**src/rtl/cell_plotter.sv**
```systemverilog
// Cell-to-pixel expander: takes one grid cell per valid/ready handshake and emits a
// CELL_W x CELL_W block of pixel writes. Optional grid overlay: define CELL_PLOTTER_GRID_EN.
module cell_plotter #(
  parameter int         COLS        = 40,
  parameter int         ROWS        = 30,
  parameter int         CELL_W      = 4,
  parameter int         X_W         = 8,
  parameter int         Y_W         = 7,
  parameter logic [2:0] LIVE_COLOUR = 3'b111,
  parameter logic [2:0] DEAD_COLOUR = 3'b000,
  parameter logic [2:0] GRID_COLOUR = 3'b010
) (
  input  logic           clk,
  input  logic           reset_n,
  input  logic           in_valid,
  output logic           in_ready,
  input  logic [4:0]     in_row,
  input  logic [5:0]     in_col,
  input  logic           in_alive,
  input  logic           in_last,
  output logic [X_W-1:0] x,
  output logic [Y_W-1:0] y,
  output logic [2:0]     colour,
  output logic           writeEn,
  output logic           range_err,
  output logic           frame_done,
  output logic           fsm_state
);

  // Handshake: a cell transfers on a rising clk edge where in_valid and in_ready are both 1;
  // in_ready is registered, low for the whole PAINT burst, and in_* are ignored while it is low.

  localparam int S_W = (CELL_W > 1) ? $clog2(CELL_W) : 1;
  localparam logic [S_W-1:0] S_MAX = S_W'(CELL_W - 1);

  typedef enum logic {
    IDLE  = 1'b0,
    PAINT = 1'b1
  } state_e;

  state_e         state, state_n;
  logic [4:0]     row_q, row_n;
  logic [5:0]     col_q, col_n;
  logic           alive_q, alive_n;
  logic           last_q, last_n;
  logic [S_W-1:0] sx, sx_n;
  logic [S_W-1:0] sy, sy_n;
  logic [X_W-1:0] x_n;
  logic [Y_W-1:0] y_n;
  logic [2:0]     colour_n;
  logic           we_n, rerr_n, fd_n, ready_n;
  logic           accept, in_range;

  function automatic logic [2:0] pix_colour(input logic alive,
                                            input logic [S_W-1:0] px,
                                            input logic [S_W-1:0] py);
`ifdef CELL_PLOTTER_GRID_EN
    if (px == '0 || py == '0) return GRID_COLOUR;
`endif
    return alive ? LIVE_COLOUR : DEAD_COLOUR;
  endfunction

  assign accept    = in_valid && in_ready;
  assign in_range  = (int'(in_row) < ROWS) && (int'(in_col) < COLS);
  assign fsm_state = (state == PAINT);

  always_comb begin
    state_n  = state;
    row_n    = row_q;
    col_n    = col_q;
    alive_n  = alive_q;
    last_n   = last_q;
    sx_n     = sx;
    sy_n     = sy;
    x_n      = x;
    y_n      = y;
    colour_n = colour;
    we_n     = 1'b0;
    rerr_n   = 1'b0;
    fd_n     = 1'b0;

    case (state)
      IDLE: begin
        if (accept) begin
          row_n   = in_row;
          col_n   = in_col;
          alive_n = in_alive;
          last_n  = in_last;
          if (in_range) begin
            state_n = PAINT;
            sx_n    = '0;
            sy_n    = '0;
            we_n    = 1'b1;
          end else begin
            // Dropped cell: no pixels and no frame_done, even when it was flagged last.
            rerr_n = 1'b1;
          end
        end
      end
      PAINT: begin
        if (sx == S_MAX && sy == S_MAX) begin
          state_n = IDLE;
          fd_n    = last_q;
        end else begin
          we_n = 1'b1;
          if (sx == S_MAX) begin
            sx_n = '0;
            sy_n = sy + 1'b1;
          end else begin
            sx_n = sx + 1'b1;
          end
        end
      end
      default: state_n = IDLE;
    endcase

    // Outputs are registered, so the pixel for (sx_n, sy_n) is computed one cycle ahead.
    if (we_n) begin
      x_n      = X_W'(col_n) * X_W'(CELL_W) + X_W'(sx_n);
      y_n      = Y_W'(row_n) * Y_W'(CELL_W) + Y_W'(sy_n);
      colour_n = pix_colour(alive_n, sx_n, sy_n);
    end

    ready_n = (state_n == IDLE);
  end

  always_ff @(posedge clk or negedge reset_n) begin
    if (!reset_n) begin
      state      <= IDLE;
      row_q      <= '0;
      col_q      <= '0;
      alive_q    <= 1'b0;
      last_q     <= 1'b0;
      sx         <= '0;
      sy         <= '0;
      x          <= '0;
      y          <= '0;
      colour     <= '0;
      writeEn    <= 1'b0;
      range_err  <= 1'b0;
      frame_done <= 1'b0;
      in_ready   <= 1'b0;
    end else begin
      state      <= state_n;
      row_q      <= row_n;
      col_q      <= col_n;
      alive_q    <= alive_n;
      last_q     <= last_n;
      sx         <= sx_n;
      sy         <= sy_n;
      x          <= x_n;
      y          <= y_n;
      colour     <= colour_n;
      writeEn    <= we_n;
      range_err  <= rerr_n;
      frame_done <= fd_n;
      in_ready   <= ready_n;
    end
  end

endmodule

```
**config.mk**
```make
export PLATFORM = sky130hd
export DESIGN_NAME = cell_plotter
export DESIGN_NICKNAME = d
export VERILOG_FILES = /design/src/rtl/cell_plotter.sv
export SDC_FILE = /design/constraint.sdc
export NUM_CORES = 1
export LEC_CHECK = 0
export ABC_CLOCK_PERIOD_IN_PS = 4190
export BUFFER_PORTS_ARGS = -buffer_cell sky130_fd_sc_hd__clkbuf_2
export CAP_MARGIN = 20
export CORE_MARGIN = 8
export CORE_UTILIZATION = 56
export DETAILED_ROUTE_END_ITERATION = 8
export GPL_TIMING_DRIVEN = 0
export PLACE_DENSITY = 0.84
export SKIP_CTS_REPAIR_TIMING = 1
export SYNTH_ARGS = -nofsm -noshare
export SYNTH_HDL_FRONTEND = slang
export SYNTH_SLANG_ARGS = --single-unit
```
**constraint.sdc**
```tcl
create_clock -name clk -period 4.19 [get_ports clk]
set_input_delay 0.2095 -clock clk [delete_from_list [all_inputs] [get_ports clk]]
set_output_delay 0.2095 -clock clk [all_outputs]
set_load 0.05 [all_outputs]
```
==> results.toml, run 1 <==
[drt]
ant_nets = 0
drc_errors = 0
wl_per_cell_um = 16.2
via_count = 1292
drt_pass1_iterations = 4
drt_wl_total_um = 3660
viasPerCell = 5.72
first_iter_violations = 90

[timing]
whs_ns = -0.0408
min_period_ns = 1.68
period_share_pct = 40.2
fin_setup_tns_ns = 0
grt_setup_unrepaired = "false"
hold_viol = 37
clock_skew_ns = 0.0111
slew_headroom_pct = 41.0
final_max_slew_viol_count = 0
timing.fmax_ghz = 0.594
tightest_slew_ns = 0.886
setup_viol = 0

[placed_design]
hpwl_um = 2680
io_buffers = 38
place_congestion = 0.804
placed_area_um2 = 1840

[global_route]
grt-ovfl-total = 0
antenna_found_initial = 0
grt_usage_pct = 15.9
grt_pass1_vias = 1321
grt_pass1_wl_um = 6240
grt_max_degree = 38

[floorplanning]
fp.dieArea_um2 = 4850
start_util_pct = 58.4
pin_count = 39
core_um2 = 2760
placement_rows = 19
die_height_um = 69.6
die_w_um = 69.6

[setup_path]
worstReg2RegEnd = "y[2]$_DFFE_PN0P_"
max_stage_delay_ns = 0.42
end_kind = "flip-flop"
arrival_ns = 1.93
startpoint_type = "flip-flop"
r2r-start = "sx[0]$_DFF_PN0_"
path_class = "reg2reg"
worst_path_max_delay_cell = "dfrtp_1"
reg2regPathDepth = 5
crit_chain = "ha_1, a21boi_2, buf_2, or2b_1, o221a_1"
rrSetupSlack_ns = 2.51
crit_fanout = 10
cp.required_ns = 4.44

[clock_network]
path_clk_slew_ns = 0.12
cts_max_level = 2
cts_tree = "built"
cts_sinks = 37
cts_buffers = 5
insertion_delay_ns = 0.35
cts.root.buffer_cell = "clkbuf_4"
clockBufferDepth = 2

[hold_path]
hold_class = "in2async"

[final_layout]
stdcell_area_um2 = 1930
multi_input_area_um2 = 602
syn2layout_area_growth_pct = 19.5
final_core_util_pct = 69.8
fin_nets = 212
drive_gt1_share_pct = 30.3
diodes = 0
fillers = 210
seqCellArea_um2 = 926

[pwr]
irDropWorstVdd_mv = 0.718
leakagePower_nw = 1.00
power.density_nw_per_um2 = 977

[yosys]
yosysUniqueCellTypes = 34
yosys_warnings = 0
syn_inst = 149
ys_ff_latch = 37
ys_seq_area_share_pct = 57.5
synth.net_count = 167
synth_area_um2 = 1610
syn_area_per_cell_um2 = 10.8

[run_status]
violations = "hold timing"
status = "finished with violations"

[flow_run]
cap_violations = 0
[flip-flops by register name, indices dropped and copies added (netlist names)]
register,cells
row_q,5
alive_q,1
col_q,6
in_ready,1
frame_done,1
fsm_state,1
sy,2
sx,2
colour,1
range_err,1
last_q,1
y,7
x,8
[power by group]
| group | leakage (nW) | switching (mW) | internal (mW) |
|---|---|---|---|
| combinational | 0.502 | 0.666 | 0.313 |
| clock | 0.0455 | 0.119 | 0.142 |
| sequential | 0.453 | 0.112 | 0.529 |
| total | 1.00 | 0.897 | 0.984 |
[cells by family (layout without fill, tap and decap cells)]
| logic type | Yosys count | in the layout | share of synthesized area [%] |
|---|---|---|---|
| compound gates | 31 | 31 | 16.3 |
| xor+xnor | 1 | 1 | 0.544 |
| fa+ha+maj | 2 | 2 | 1.55 |
| buf+inv | 15 | 61 | 5.20 |
| flops | 37 | 37 | 57.5 |
| mux | 1 | 1 | 0.621 |
| simple gates | 62 | 62 | 18.3 |
[Yosys cell counts (all sizes together)]
cell type  count  area share, %
inv            6            1.4
and3b          1           0.54
nand3b         2           0.93
or3b           1           0.54
mux2i          1           0.62
o21a           1           0.47
a21o           2           0.93
o221a          7            4.9
nand2b         5            1.9
nor2b          1           0.39
a21boi         1           0.70
nor3b          2           0.93
xor2           1           0.54
dfrtp         37             57
nor3           1           0.31
nand3          1           0.31
nand4          1           0.39
a21oi          7            2.2
o32ai          5            2.7
a211oi         1           0.47
a21bo          1           0.62
or2b           2           0.93
a31oi          1            1.3
buf            9            3.8
a22o           2            1.1
o21ai          3           0.93
ha             2            1.6
and4           2            1.1
nor2           3           0.70
nand2         40            9.3
[layer usage]
metal  vias up  part of all wire (%)  routed length [µm]  track usage, %
li1        606                     -                   -               -
met1       620                    43                1580            19.3
met2        59                    47                1740            24.2
met3         7                   7.0                 258            6.15
met4         0                   2.3                  85            7.37
met5         -                     0                   0               0
[layout make-up]
cell class                 instances  area share [%]
buffer                             9            3.18
clock buffer                       7            2.86
clock inverter                     1            1.56
inverter                           6            1.17
multi-input combinational         97            31.3
sequential                        37            48.1
tap                               31            2.01
timing repair buffer              38            9.88
[critical path, delay by kind of cell (launching register included)]
| kind | cells | cell delay (ns) |
|---|---|---|
| simple gates | 1 | 0.25 |
| fa+ha+maj | 1 | 0.32 |
| compound gates | 2 | 0.33 |
| flops | 1 | 0.42 |
| buf+inv | 1 | 0.26 |
[how the worst max path moves through the flow]
| stage | startpoint | to | slack (ns) | depth (start not counted) |
|---|---|---|---|---|
| 3_5_place_dp | sx[0]$_DFF_PN0_ | y[2]$_DFFE_PN0P_ | 2.53 | 5 |
| 6_report | sx[0]$_DFF_PN0_ | y[2]$_DFFE_PN0P_ | 2.51 | 5 |
| 5_1_grt | sx[0]$_DFF_PN0_ | x[2]$_DFFE_PN0P_ | 2.42 | 5 |
| 4_1_cts | sx[0]$_DFF_PN0_ | y[2]$_DFFE_PN0P_ | 2.52 | 5 |
| 3_3_place_gp | sx[0]$_DFF_PN0_ | y[2]$_DFFE_PN0P_ | 2.55 | 5 |
| 2_1_floorplan | fsm_state$_DFF_PN0_ | x[2]$_DFFE_PN0P_ | 2.53 | 4 |
[placed cells by master, fill, tap and decap left out]
master and instances:
a211oi_1 1, a21bo_2 1, a21boi_2 1, a21o_1 2, a21oi_1 7, a22o_1 2
a31oi_4 1, and3b_1 1, and4_1 2, buf_2 4, buf_4 4, buf_6 1
bufinv_16 1, clkbuf_1 1, clkbuf_2 38, clkbuf_4 5, clkbuf_8 1, dfrtp_1 37
ha_1 2, inv_1 5, inv_2 1, mux2i_1 1, nand2_1 40, nand2b_1 5
nand3_1 1, nand3b_1 2, nand4_1 1, nor2_1 3, nor2b_1 1, nor3_1 1
nor3b_1 2, o21a_1 1, o21ai_0 2, o21ai_1 1, o221a_1 7, o32ai_1 5
or2b_1 2, or3b_2 1, xor2_1 1
[per-stage QoR]
| stage | cells | setup slack (ns) | power (mW) |
|---|---|---|---|
| 2_1_floorplan | 149 | 2.53 | 1.39 |
| 3_3_place_gp | 218 | 2.55 | 1.59 |
| 3_5_place_dp | 218 | 2.53 | 1.63 |
| 4_1_cts | 226 | 2.52 | 1.89 |
| 5_1_grt | 226 | 2.42 | 1.99 |
| 6_report | 226 | 2.51 | 1.88 |
(Power assumes the default switching activity.)
==> run 2, diff against run 1 <==
--- a/config.mk
+++ b/config.mk
@@ -5,14 +5,14 @@
 export SDC_FILE = /design/constraint.sdc
 export NUM_CORES = 1
 export LEC_CHECK = 0
-export ABC_CLOCK_PERIOD_IN_PS = 4190
+export ABC_CLOCK_PERIOD_IN_PS = 1630
 export BUFFER_PORTS_ARGS = -buffer_cell sky130_fd_sc_hd__clkbuf_2
 export CAP_MARGIN = 20
 export CORE_MARGIN = 8
-export CORE_UTILIZATION = 56
+export CORE_UTILIZATION = 52
 export DETAILED_ROUTE_END_ITERATION = 8
 export GPL_TIMING_DRIVEN = 0
-export PLACE_DENSITY = 0.84
+export PLACE_DENSITY = 0.79
 export SKIP_CTS_REPAIR_TIMING = 1
 export SYNTH_ARGS = -nofsm -noshare
 export SYNTH_HDL_FRONTEND = slang
==> constraint.sdc (replaced) <==
create_clock -name clk -period 1.63 [get_ports clk]
set_input_delay 0.0815 -clock clk [delete_from_list [all_inputs] [get_ports clk]]
set_output_delay 0.0815 -clock clk [all_outputs]
set_load 0.05 [all_outputs]
==> run 2 against run 1 <==
Effect of this change:
- largest power group unchanged
- design area grew 6.0%
- the run now ends clean
- critical path depth is the same
- global-route usage shrank 1.8 points
- fmax grew 9.1%
- clock-buffer cell count is the same
- die area grew 5.9%
- clock power grew 82%
- routed wire length shrank 1.7%
- worst setup slack lost 2.4 ns
- register-to-register slack lost 2.4 ns
- utilization shrank 1.9 points
- non-clock buffer count grew 13
==> results.toml, run 2 (synthesis gave the netlist of run 1 again) <==
[global_route]
grt_usage_pct = 14.1
antenna_found_initial = 0
grt_pass1_wl_um = 5690
grt_pass1_vias = 1233
grt-ovfl-total = 0
grt_max_degree = 38

[drt]
viasPerCell = 5.30
drc_errors = 0
drt_wl_total_um = 3600
ant_nets = 0
wl_per_cell_um = 15.0
via_count = 1271
drt_pass1_iterations = 4
first_iter_violations = 68

[placed_design]
place_congestion = 0.851
io_buffers = 38
hpwl_um = 2610
placed_area_um2 = 1840

[clock_network]
cts_max_level = 2
path_clk_slew_ns = 0.10
cts_sinks = 37
insertion_delay_ns = 0.33
cts.root.buffer_cell = "clkbuf_4"
cts_buffers = 5
clockBufferDepth = 2
cts_tree = "built"

[final_layout]
final_cell_mix = "nand2_1, clkbuf_2, dfrtp_1"
fillers = 238
syn2layout_area_growth_pct = 26.6
largest_reg_flops = 8
final_common_cell = "nand2_1"
diodes = 0
fin_nets = 225
top_regs = "x x8, y x7, col_q x6"
stdcell_area_um2 = 2040
drive_gt1_share_pct = 29.5
regMostFlops = "x"
final_core_util_pct = 68.0

[timing]
slew_headroom_pct = 40.3
hold_viol = 0
min_period_ns = 1.54
grt_setup_unrepaired = "false"
final_max_slew_viol_count = 0
tightest_slew_ns = 0.896
whs_ns = 0.00555
setup_viol = 0
timing.fmax_ghz = 0.648
clock_skew_ns = 0.00850
period_share_pct = 94.7

[floorplanning]
core_um2 = 3000
die_height_um = 71.7
placement_rows = 20
start_util_pct = 53.7
die_w_um = 71.7
fp.dieArea_um2 = 5140
pin_count = 39

[setup_path]
reg2regPathDepth = 5
end_kind = "flip-flop"
startpoint_type = "flip-flop"
arrival_ns = 1.77
worst_path_max_delay_cell = "dfrtp_1"
cp.required_ns = 1.86
crit_chain = "ha_2, a21boi_2, buf_6, or2b_1, o221a_1"
max_stage_delay_ns = 0.44
path_class = "reg2reg"
crit_fanout = 10

[flow_run]
cap_violations = 0

[pwr]
power.density_nw_per_um2 = 2300
irDropWorstVdd_mv = 1.58
leakagePower_nw = 1.04
finalPower_mw = 4.69

[run_status]
status = "completed"

[hold_path]
min_path_cells = 3
hold_class = "in2reg"
run 2: critical path, delay by kind of cell, from the launching register on:
family / cells / cell delay (ns)
adder cells (fa/ha/maj): 1 / 0.25
AND/OR/NAND/NOR: 1 / 0.23
buffers and inverters: 1 / 0.18
flip-flops: 1 / 0.44
AO/OA/AOI/OAI: 2 / 0.33
run 2: final timing paths:
| kind | from | to | slack, ns |
|---|---|---|---|
| max | sy[0]$_DFF_PN0_ | x[2]$_DFFE_PN0P_ | 0.09 |
| min reg2reg | col_q[1]$_DFF_PN0_ | col_q[1]$_DFF_PN0_ | 0.48 |
| min | in_row[3] | row_q[3]$_DFF_PN0_ | 0.006 |
| max reg2reg | sy[0]$_DFF_PN0_ | x[2]$_DFFE_PN0P_ | 0.09 |
| max in group asynchronous | reset_n | fsm_state$_DFF_PN0_ | 0.63 |
| min in group asynchronous | reset_n | sy[1]$_DFF_PN0_ | 0.40 |
run 2: layout make-up:
class,instances,area [µm²],area share [%]
Inverter,6,22.5,1.10
Clock buffer,7,55.1,2.70
Buffer,9,67.6,3.31
Timing Repair Buffer,51,320,15.7
Sequential cell,37,927,45.4
Multi-Input combinational cell,97,607,29.7
Tap cell,33,41.3,2.02
run 2: metrics by stage:
| stage | worst slack [ns] | setup TNS [ns] | std cells |
|---|---|---|---|
| after floorplan | 0.101 | 0 | 149 |
| after global placement | 0.00379 | 0 | 220 |
| after detailed placement | -0.0426 | -0.0809 | 220 |
| after CTS | -0.0648 | -0.150 | 227 |
| after global routing | 0.0279 | 0 | 240 |
| final | 0.0867 | 0 | 240 |
run 2: per-layer routing:
layer	GRT usage (%)	wire length, µm	vias up
met1	16.9	1560	600
met4	4.08	37	0
met2	22.5	1770	38
li1	-	-	628
met5	0	0	-
met3	6.00	232	5
run 2: where the power goes:
group / internal (mW) / switching (mW) / leakage, nW / total [mW]
Clock: 0.204 / 0.273 / 0.0314 / 0.476
Combinational: 0.853 / 1.72 / 0.555 / 2.57
Sequential: 1.36 / 0.278 / 0.452 / 1.64
